**config.mk**
```make
export PLATFORM = sky130hd
export DESIGN_NAME = cmd_scheduler
export DESIGN_NICKNAME = d
export VERILOG_FILES = /design/src/rtl/cmd_scheduler.sv
export SDC_FILE = /design/constraint.sdc
export NUM_CORES = 1
export LEC_CHECK = 0
export ABC_AREA = 1
export ABC_CLOCK_PERIOD_IN_PS = 3450
export BUFFER_PORTS_ARGS = -buffer_cell sky130_fd_sc_hd__buf_4
export CAP_MARGIN = 20
export CORE_ASPECT_RATIO = 2
export CORE_MARGIN = 2
export CORE_UTILIZATION = 62
export CTS_CLUSTER_DIAMETER = 120
export DETAILED_ROUTE_END_ITERATION = 16
export PLACE_DENSITY = 0.79
export SYNTH_ARGS = -nofsm -noshare
export SYNTH_HDL_FRONTEND = slang
export SYNTH_SLANG_ARGS = --single-unit
```
**constraint.sdc**
```tcl
create_clock -name clk_i -period 3.45 [get_ports clk_i]
set_clock_uncertainty 0.05 [all_clocks]
set_input_delay 0.345 -clock clk_i [delete_from_list [all_inputs] [get_ports clk_i]]
set_output_delay 0.345 -clock clk_i [all_outputs]
set_load 0.005 [all_outputs]
```
**src/rtl/cmd_scheduler.sv**
```systemverilog
// Command byte scheduler: buffers SPI command bytes in a FIFO and releases them to the DSP engine
// one at a time, holding off during a guard window after sample_ready and spacing issued bytes.
module cmd_scheduler #(
  parameter int unsigned FifoDepth   = 32,
  parameter int unsigned GuardCycles = 16,
  parameter int unsigned GapCycles   = 4,
  parameter int unsigned CountWidth  = 6
) (
  input  logic                  clk_i,
  input  logic                  rst_ni,
  input  logic [7:0]            in_byte_i,
  input  logic                  in_valid_i,
  input  logic                  sample_ready_i,
  input  logic                  engine_ready_i,
  input  logic                  clear_overflow_i,
  output logic [7:0]            out_byte_o,
  output logic                  out_valid_o,
  output logic [CountWidth-1:0] fifo_count_o,
  output logic                  overflow_o,
  output logic                  busy_o
);

  localparam int unsigned PtrW   = (FifoDepth > 1) ? $clog2(FifoDepth) : 1;
  localparam int unsigned MaxCnt = (GuardCycles > GapCycles) ? GuardCycles : GapCycles;
  localparam int unsigned CntW   = (MaxCnt > 1) ? $clog2(MaxCnt) : 1;

  localparam logic [CntW-1:0]       GuardLoad  = CntW'(GuardCycles - 1);
  localparam logic [CntW-1:0]       GapLoad    = (GapCycles == 0) ? '0 : CntW'(GapCycles - 1);
  localparam logic [CountWidth-1:0] DepthCount = CountWidth'(FifoDepth);
  localparam bit                    HasGap     = (GapCycles != 0);

  typedef enum logic [1:0] {
    StIdle,
    StGuard,
    StGap
  } state_e;

  state_e                  state_q, state_d;
  logic [CntW-1:0]         cnt_q, cnt_d;
  logic [PtrW-1:0]         wptr_q, wptr_d;
  logic [PtrW-1:0]         rptr_q, rptr_d;
  logic [CountWidth-1:0]   count_q, count_d;
  logic                    ovf_q, ovf_d;
  logic [7:0]              out_byte_q, out_byte_d;
  logic                    out_valid_q, out_valid_d;
  logic [7:0]              mem_q [FifoDepth];

  logic full;
  logic push;
  logic drop;
  logic issue;

  // Fullness is judged on the registered count, so a pop never frees a slot for a same-cycle write.
  assign full  = (count_q == DepthCount);
  assign push  = in_valid_i & ~full;
  assign drop  = in_valid_i & full;
  assign issue = (state_q == StIdle) & ~sample_ready_i & engine_ready_i & (count_q != '0);

  always_comb begin
    state_d = state_q;
    cnt_d   = cnt_q;
    case (state_q)
      StIdle: begin
        if (sample_ready_i) begin
          state_d = StGuard;
          cnt_d   = GuardLoad;
        end else if (issue && HasGap) begin
          state_d = StGap;
          cnt_d   = GapLoad;
        end
      end
      StGuard: begin
        if (sample_ready_i) begin
          cnt_d = GuardLoad;
        end else if (cnt_q == '0) begin
          state_d = StIdle;
        end else begin
          cnt_d = cnt_q - 1'b1;
        end
      end
      StGap: begin
        // A new sample always opens a full guard window, cutting the gap short.
        if (sample_ready_i) begin
          state_d = StGuard;
          cnt_d   = GuardLoad;
        end else if (cnt_q == '0) begin
          state_d = StIdle;
        end else begin
          cnt_d = cnt_q - 1'b1;
        end
      end
      default: begin
        state_d = StIdle;
        cnt_d   = '0;
      end
    endcase
  end

  always_comb begin
    wptr_d      = wptr_q + PtrW'(push);
    rptr_d      = rptr_q + PtrW'(issue);
    count_d     = count_q + CountWidth'(push) - CountWidth'(issue);
    out_valid_d = issue;
    out_byte_d  = issue ? mem_q[rptr_q] : out_byte_q;
    ovf_d       = ovf_q;
    if (drop) begin
      ovf_d = 1'b1;
    end else if (clear_overflow_i) begin
      ovf_d = 1'b0;
    end
  end

  always_ff @(posedge clk_i) begin
    if (!rst_ni) begin
      state_q     <= StIdle;
      cnt_q       <= '0;
      wptr_q      <= '0;
      rptr_q      <= '0;
      count_q     <= '0;
      ovf_q       <= 1'b0;
      out_byte_q  <= 8'h00;
      out_valid_q <= 1'b0;
    end else begin
      state_q     <= state_d;
      cnt_q       <= cnt_d;
      wptr_q      <= wptr_d;
      rptr_q      <= rptr_d;
      count_q     <= count_d;
      ovf_q       <= ovf_d;
      out_byte_q  <= out_byte_d;
      out_valid_q <= out_valid_d;
    end
  end

  // Storage needs no reset; the pointers define which entries are live.
  always_ff @(posedge clk_i) begin
    if (rst_ni && push) begin
      mem_q[wptr_q] <= in_byte_i;
    end
  end

  assign out_byte_o   = out_byte_q;
  assign out_valid_o  = out_valid_q;
  assign fifo_count_o = count_q;
  assign overflow_o   = ovf_q;
  assign busy_o       = (state_q != StIdle) | (count_q != '0);

endmodule

```
==> key figures, run 1 <==
Logic synthesis
  • Async set-or-reset flop fraction in the synthesized netlist: 0%
  • Largest family of logic cells by synthesized area: simple AND/OR/NAND/NOR gates
  • Synth Area in XOR/XNOR: 0.139%
  • Most common cell in the synthesized netlist: nand2_1
  • Compound-Gate Fraction of Synth Area: 2.60%
  • Mux share of post-synthesis cell area: 0%
  • EDFF count, synth: 256
  • Yosys top cell area share: 61.0%
  • Syn_nets: 1280
  • Ys flop type: edfxtp_1
  • Yosys Warn Count: 0
  • Post-Synth Simple-Gate Area: 21.2%
  • Adder-Cell Fraction of Synth Area: 1.94%
  • Area of the mapped netlist: 12600 um^2
  • Avg Inst Size Synth: 10.1 um^2
  • Register area share after synthesis: 66.0%
  • Area leader, netlist: edfxtp_1
  • Post-synth top cells: nand2_1, edfxtp_1, nand3_1, inv_1, nor2_1
  • Distinct cells, synth: 26
  • Largest cells by area after synthesis: edfxtp_1, nand2_1, nand3_1
  • Syn Inst Count: 1247
  • Seq cells post-synth: 288

STA
  • Period utilization: 82.8%
  • Min Tclk post-route: 2.86 ns
  • Max-slew violations: 0
  • Unrepaired setup endpoints after global routing: false
  • F_max: 350 MHz
  • Hold Vio Cnt, Final: 0
  • Slew margin rel.: 46.1%
  • Final hold slack: 0.0237 ns
  • Setup violations, final: 0
  • TNS Setup: 0 ns
  • Worst Tran Pin Value: 0.809 ns

Clocking
  • Worst-Skew Late Latency: 0.55 ns
  • CTS max path bufs: 3
  • H-tree depth: 1
  • Post-CTS Hold Buffers: 1
  • Root Buffer: clkbuf_16
  • Clock Sinks: 288
  • CTS tree: yes
  • Post-CTS setup buffers: 0
  • Cts bufs inserted: 24
  • CTS resizes: 0
  • Clk slew on worst S/H paths: 0.07 ns

Floorplan
  • Core area: 19900 um^2
  • Die ar.: 21600 um^2
  • Die H: 206 um
  • I/O pin cnt: 31
  • Die X: 105 um
  • Initial Util: 63.3%
  • Rows: 73

Hold path
  • HP Class: in -> reg
  • Hold Startpoint: in_valid_i

Layout
  • Share of cells above drive strength 1: 6.28%
  • Filler cells: 1501
  • Design area: 13800 um^2
  • Core Util, Final: 69.1%
  • Nets: 1289
  • Final non-filler cell total: 1536
  • Synthesis-to-finish area growth: 9.13%
  • Ant diodes: 0

Detailed routing
  • Wire per inst: 19.7 um
  • Drc violations: 0
  • Router iterations before antenna repair: 5
  • Final WL: 30300 um
  • DR vias: 8784
  • Post-route ant nets: 0
  • Post-DR vias/cell: 5.72
  • Initial drt markers: 835

Placement
  • Hpwl dp: 19000 um
  • Port buffer count: 30
  • GPL Wtd Cong: 0.862
  • Post-Place Cells: 1489
  • Cell Area, Placed: 12900 um^2

Setup path
  • CP bufs+invs: 1
  • Critical path class: reg -> reg
  • Critical Path Start Type: flip-flop
  • Slowest-stage cell, CP: nor2_1
  • Worst-path cell chain: inv_1 -> ha_1 -> nand4_1 -> nand2_1 -> nor2_1 -> nand3_1 -> nor2_1
  • Worst setup EP type: flip-flop
  • CP delay by family, top: simple AND/OR/NAND/NOR gates
  • Arrival time at the worst endpoint: 2.98 ns
  • Most common cell on crit path: nor2_1
  • Worst setup path startpoint: fifo_count_o[2]$_SDFF_PN0_
  • Max Fanout on Critical Path: 8
  • Worst r2r src: fifo_count_o[2]$_SDFF_PN0_
  • CP max stage delay: 0.77 ns
  • Req. time, crit path: 3.57 ns

Global routing
  • Largest net degree at the start of global routing: 122
  • First-pass GRT wire length: 45900 um
  • Aggregate global-route resource usage: 28.4%
  • Vias in the first global route: 8727
  • Global route overflow: 0
  • Initial antenna violation count: 0

Outcome
  • Status: finished, final reports clean

Power
  • Static leakage: 5.70 nW
  • Worst IR Drop VDD: 562 uV
  • Pwr/cell area: 605 nW/um^2

Run
  • Max_cap viols: 0
[cells by family (layout without fill, tap and decap cells)]
family,after synthesis,after routing
buf+inv,229,256
simple gates,647,647
xor+xnor,2,2
flops,288,288
fa+ha+maj,19,19
compound gates,62,62
[per-layer routing]
metal  global-route usage, %  up-vias  share of wire (%)
li1                        -     4104                  -
met1                    29.8     4108                 32
met2                    51.6      441                 52
met3                    3.45      131                7.2
met4                    21.1        0                8.1
met5                       0        -                  0
[path summary, 6_finish.rpt]
kind                                           endpoint  slack, ns  cells after the start
worst min register to register    cnt_q[1]$_SDFFE_PN0P_       0.42                      2
worst max register to register   mem_q[30][0]$_DFFE_PP_       0.59                      7
worst min-delay path            overflow_o$_SDFFE_PN0P_       0.02                      3
worst max-delay path             mem_q[30][0]$_DFFE_PP_       0.59                      7
[placed cells by master (no fill, tap or decap), types with 2 or more instances in the layout]
cell       netlist  final
nand2_1        391    391
edfxtp_1       256    256
nand3_1        192    192
inv_1          168    168
nor2_1          61     61
buf_4            3     37
dfxtp_1         32     30
clkbuf_16        0     29
a21oi_1         28     28
o21ai_0         28     28
ha_1            18     18
clkbuf_1        12      7
clkinv_1         2      3
clkinv_4         0      3
nand4_1          2      2
o211ai_1         2      2
a211oi_1         2      2
buf_16           0      2
[worst register-to-register path: stages, from the launching register on]
cell and delay, ns:
dfxtp_1 0.37, inv_1 0.08, ha_1 0.21, nand4_1 0.13, nand2_1 0.11, nor2_1 0.22, nand3_1 0.56, nor2_1 0.77
[registers in the layout, summed over array words and instances (netlist names), 2 cells and up]
signal,cells
wptr_q,5
out_byte_o,8
state_q,2
cnt_q,4
rptr_q,5
mem_q,256
fifo_count_o,6
[metrics by stage]
step / total power, mW / worst slack, ns
2_1_floorplan: 5.10 / 0.845
3_3_place_gp: 5.50 / 0.769
3_5_place_dp: 5.54 / 0.655
4_1_cts: 8.32 / 0.640
5_1_grt: 8.65 / 0.474
6_report: 8.33 / 0.593
[area by class of cell]
type	count	area (um^2)	area share (%)
sequential	288	8330	60.6
multi-input combinational	730	3270	23.7
inverter	172	648	4.71
clock buffer	36	752	5.46
tap	262	328	2.38
timing repair buffer	40	343	2.49
clock inverter	8	90.1	0.655
[report_power, final]
group / internal [mW] / leakage (nW) / switching (mW)
Sequential: 3.90 / 2.57 / 0.117
Clock: 1.61 / 0.409 / 1.22
Combinational: 0.498 / 2.72 / 0.989
No activity file was read; power rests on OpenSTA's default activity.
==> run 2, diff against run 1 <==
Settings changed: ABC_CLOCK_PERIOD_IN_PS 3450 to 2500, CORE_UTILIZATION 62 to 56, PLACE_DENSITY 0.79 to 0.75.
Clock period 3.45 ns to 2.5 ns, I/O delays scaled along.
==> run 2 against run 1 <==
  * Fmax is 22% higher
  * Global-route usage is 2.2 points lower
  * Flip-flop and latch count stayed put
  * Utilization is 5.4 points lower
  * First-iteration DRC count is 26% lower
  * Setup slack worse by 0.44 ns
  * Critical path depth is 7 higher
  * Register-to-register slack worse by 0.44 ns
  * Critical endpoint is now fifo_count_o[2]$_SDFF_PN0_
==> key figures, run 2 (same netlist as run 1, synthesis figures left out) <==
Outcome
  • Status: finished, final reports clean

Layout
  • Ant diodes: 0
  • Commonest non-fill, non-tap cell in the layout: nand2_1
  • Share of cells above drive strength 1: 10.8%
  • Area of the multi-input gates: 3300 um^2
  • Max reg flops: 256
  • Synthesis-to-finish area growth: 12.0%
  • FF+latch area: 8340 um^2
  • Commonest non-fill, non-tap cells in the layout: nand2_1, edfxtp_1, nand3_1
  • Core Util, Final: 63.7%
  • Nets: 1336
  • Filler cells: 1701
  • Reg with most FFs: mem_q

Global routing
  • Initial antenna violation count: 0
  • First-pass GRT wire length: 46700 um
  • Vias in the first global route: 8976
  • Aggregate global-route resource usage: 26.2%
  • Global route overflow: 0
  • Largest net degree at the start of global routing: 132

Detailed routing
  • Initial drt markers: 616
  • Router iterations before antenna repair: 5
  • Drc violations: 0
  • Post-DR vias/cell: 5.51
  • DR vias: 8783
  • Final WL: 30200 um
  • Post-route ant nets: 0
  • Wire per inst: 18.9 um

Placement
  • GPL Wtd Cong: 0.868
  • Hpwl dp: 19300 um
  • Port buffer count: 30
  • Place WS: 0.0417 ns

Setup path
  • Critical Path Start Type: flip-flop
  • Worst setup EP type: flip-flop
  • Arrival time at the worst endpoint: 2.70 ns
  • Critical path class: reg -> reg
  • Max Fanout on Critical Path: 4
  • Req. time, crit path: 2.86 ns

Clocking
  • Cts bufs inserted: 23
  • Worst-Skew Late Latency: 0.53 ns
  • Clk slew on worst S/H paths: 0.07 ns
  • CTS tree: yes
  • H-tree depth: 1
  • Root Buffer: clkbuf_16
  • CTS max path bufs: 3
  • Clock Sinks: 288

Floorplan
  • Die X: 110 um
  • Rows: 77
  • Die H: 216 um
  • Initial Util: 56.9%
  • Die ar.: 23800 um^2
  • Core area: 22200 um^2
  • I/O pin cnt: 31

STA
  • Min Tclk post-route: 2.35 ns
  • Post-route setup slack: 0.153 ns
  • TNS Setup: 0 ns
  • Final hold slack: 0.105 ns
  • Hold Vio Cnt, Final: 0
  • Period utilization: 93.9%
  • F_max: 426 MHz
  • Slew margin rel.: 52.4%
  • Worst Tran Pin Value: 0.714 ns
  • Setup violations, final: 0
  • Max-slew violations: 0

Power
  • Worst IR Drop VDD: 814 uV
  • Pwr/cell area: 811 nW/um^2
  • Static leakage: 5.91 nW

Run
  • Max_cap viols: 0

Hold path
  • HP Class: in -> reg
## run 2: critical path, cell delays in order (launching register included)
cell and delay [ns]:
dfxtp_1 0.34, inv_1 0.09, ha_2 0.21, inv_1 0.06, nor2_2 0.13, nand2_2 0.08, inv_2 0.06, ha_2 0.26
inv_1 0.05, ha_1 0.16, inv_1 0.06, fa_2 0.35, buf_4 0.14, xor2_1 0.13, nor2_1 0.05
## run 2: timing repair
| item | CTS | global route |
|---|---|---|
| hold endpoints to repair | 5 | 0 |
| setup endpoints to repair | 0 | 2 |
| setup buffers | 0 | 2 |
| resized for setup | 0 | 16 |
| hold buffers | 3 | 0 |
## run 2: power by group
part	switching, mW	total [mW]	internal, mW	leakage, nW
logic	1.46	2.24	0.786	2.97
registers	0.107	5.49	5.38	2.57
clock network	1.66	3.72	2.06	0.370
total	3.22	11.5	8.23	5.91
## run 2: worst paths after layout
kind                                start                         end  slack (ns)  depth (start not counted)
setup / recovery  state_q[0]$_SDFFE_PN0P_  fifo_count_o[2]$_SDFF_PN0_        0.15                         14
hold / removal             sample_ready_i     state_q[0]$_SDFFE_PN0P_        0.11                          4
hold reg to reg     cnt_q[1]$_SDFFE_PN0P_       cnt_q[1]$_SDFFE_PN0P_        0.44                          2
setup reg to reg  state_q[0]$_SDFFE_PN0P_  fifo_count_o[2]$_SDFF_PN0_        0.15                         14
## run 2: area by class of cell
| class | instances | share of cell area [%] |
|---|---|---|
| inverters | 172 | 4.59 |
| clock inverters | 11 | 0.797 |
| flip-flops and latches | 288 | 59.0 |
| multi-input cells | 730 | 23.3 |
| clock buffers | 30 | 4.63 |
| well taps | 276 | 2.45 |
| repair buffers | 88 | 5.17 |
## run 2: routing by layer
layer	vias up	routed length (um)	GRT usage [%]
li1	4190	-	-
met1	4163	10200	28.4
met2	327	16200	47.2
met3	103	1660	3.07
met4	0	2170	16.2
met5	-	0	0
## run 2: stage by stage
stage	instances	instance area, um^2	power [mW]
floorplan	1247	12600	7.05
global placement	1549	13300	7.64
detailed placement	1549	13300	7.71
CTS	1593	14100	11.4
global route	1595	14100	11.9
finish	1595	14100	11.5
==> run 3, diff against run 2 <==
Settings changed: CORE_ASPECT_RATIO 2 to not set, PLACE_DENSITY 0.75 to 0.76.
==> run 3 against run 2 <==
  * Final cell count up 0.63%
  * Sequential power about the same
  * Utilization up 1.2 points
  * Register-to-register slack worse by 0.08 ns
  * Global-route usage down 1.8 points
  * Critical path type unchanged
  * Critical endpoint unchanged
  * Highest routed layer unchanged
==> key figures, run 3 (same netlist as run 1, synthesis figures left out) <==
Detailed routing
  • Drc violations: 0
  • Initial drt markers: 881
  • Wire per inst: 17.7 um
  • Router iterations before antenna repair: 5
  • Post-DR vias/cell: 5.43
  • DR vias: 8718
  • Post-route ant nets: 0
  • Final WL: 28400 um

STA
  • Max-slew violations: 0
  • Final hold slack: 0.0232 ns
  • Post-route setup slack: 0.0736 ns
  • Min Tclk post-route: 2.43 ns
  • Slew margin rel.: 52.7%
  • Period utilization: 97.1%
  • Hold Vio Cnt, Final: 0
  • Setup violations, final: 0
  • Worst Tran Pin Value: 0.710 ns
  • F_max: 412 MHz

Power
  • Static leakage: 5.97 nW
  • Power after layout: 11.9 mW
  • Pwr/cell area: 834 nW/um^2
  • Worst IR Drop VDD: 698 uV

Setup path
  • Req. time, crit path: 2.87 ns
  • Critical path class: reg -> reg
  • Max Fanout on Critical Path: 3
  • Arrival time at the worst endpoint: 2.80 ns
  • Worst setup EP type: flip-flop
  • Worst R2R Path Depth: 13
  • Worst R2R End: fifo_count_o[2]$_SDFF_PN0_
  • Worst r2r src: fifo_count_o[4]$_SDFF_PN0_
  • Setup slack, reg-to-reg: 0.07 ns
  • Critical Path Start Type: flip-flop

Clocking
  • Worst-Skew Late Latency: 0.53 ns
  • Clock Sinks: 288
  • Cts bufs inserted: 28
  • H-tree depth: 1
  • Clk slew on worst S/H paths: 0.06 ns
  • CTS tree: yes
  • Root Buffer: clkbuf_16
  • CTS max path bufs: 3

Outcome
  • Status: finished, final reports clean

Placement
  • GPL Wtd Cong: 0.905
  • Port buffer count: 30
  • Place WS: -0.0521 ns
  • Hpwl dp: 17200 um

Layout
  • Commonest non-fill, non-tap cell in the layout: nand2_1
  • Reg with most FFs: mem_q
  • Share of cells above drive strength 1: 11.3%
  • Commonest non-fill, non-tap cells in the layout: nand2_1, edfxtp_1, nand3_1
  • Max reg flops: 256
  • Synthesis-to-finish area growth: 13.1%
  • Nets: 1336
  • Ant diodes: 0

Hold path
  • HP Class: in -> reg
  • Worst Hold Depth: 4
  • Hold Startpoint: sample_ready_i
  • Hold path endpoint: out_valid_o$_SDFF_PN0_

Floorplan
  • Initial Util: 57.4%
  • Die H: 154 um
  • Rows: 54
  • I/O pin cnt: 31
  • Die ar.: 23700 um^2
  • Die X: 154 um
  • Core area: 22000 um^2

Global routing
  • Aggregate global-route resource usage: 24.4%
  • Vias in the first global route: 8584
  • Initial antenna violation count: 0
  • First-pass GRT wire length: 45300 um
  • Largest net degree at the start of global routing: 132
  • Global route overflow: 0

Run
  • Max_cap viols: 0
## run 3: cell types whose count changed in the layout (fill, tap and decap cells not counted), moves of 2 or more
cell	delta
buf_12	-2
buf_4	-3
clkbuf_16	+4
clkbuf_8	+2
clkinv_1	+4
clkinv_2	+4
clkinvlp_4	-2
ha_2	-3
ha_4	+4
nand2_1	-2
nand2_2	+2
## run 3: worst max path at each step
stage | from | endpoint | slack, ns | depth (start not counted)
global placement | fifo_count_o[2]$_SDFF_PN0_ | fifo_count_o[4]$_SDFF_PN0_ | 0.08 | 16
CTS | fifo_count_o[3]$_SDFF_PN0_ | fifo_count_o[4]$_SDFF_PN0_ | 0.008 | 16
global route | fifo_count_o[4]$_SDFF_PN0_ | fifo_count_o[4]$_SDFF_PN0_ | -0.04 | 14
finish | fifo_count_o[4]$_SDFF_PN0_ | fifo_count_o[2]$_SDFF_PN0_ | 0.07 | 13
detailed placement | fifo_count_o[4]$_SDFF_PN0_ | fifo_count_o[4]$_SDFF_PN0_ | -0.05 | 16
floorplan | state_q[0]$_SDFFE_PN0P_ | fifo_count_o[4]$_SDFF_PN0_ | 0.03 | 16
## run 3: stage by stage
step | setup TNS (ns) | instances | cell area [um^2] | utilization [%]
finish | 0 | 1605 | 14300 | 65.0
global route | -0.0673 | 1605 | 14300 | 65.0
CTS | 0 | 1602 | 14200 | 64.5
detailed placement | -0.0521 | 1547 | 13200 | 60.2
global placement | 0 | 1547 | 13200 | 60.2
floorplan | 0 | 1247 | 12600 | -
## run 3: cell type report
class	instances	area [um^2]
fillers	1629	7700
well taps	280	350
flip-flops and latches	288	8340
inverters	172	648
clock inverters	17	135
clock buffers	35	778
repair buffers	83	668
multi-input cells	730	3340
## run 3: what timing repair did
item | CTS | global route
hold buffers | 3 | 0
endpoints found under the setup margin | 1 | 14
gates resized for setup | 3 | 21
setup buffers | 0 | 3
pin swaps | 0 | 5
hold endpoints to repair | 5 | 0
## run 3: per-layer routing
layer  vias to the layer above  routed length [um]  GRT usage (%)
li1                       4199                   -              -
met1                      4142               11900           33.6
met2                       316               13700           40.7
met3                        61                2120           3.83
met4                         0                 718           7.12
met5                         -                   0              0
## run 3: where the power goes
| group | internal (mW) | leakage [nW] | switching [mW] | total [mW] |
|---|---|---|---|---|
| registers | 5.39 | 2.57 | 0.117 | 5.51 |
| logic | 0.810 | 2.94 | 1.46 | 2.27 |
| clock network | 2.40 | 0.454 | 1.72 | 4.12 |
## run 3: worst max-delay path: stages, from the launching register on
cell and delay [ns]:
dfxtp_2 0.34, inv_2 0.06, buf_4 0.13, ha_1 0.19, nand4_1 0.11, nand2_1 0.16
ha_4 0.26, inv_1 0.06, ha_2 0.17, inv_1 0.05, fa_2 0.37, buf_4 0.15
xor2_1 0.16, nor2_1 0.05
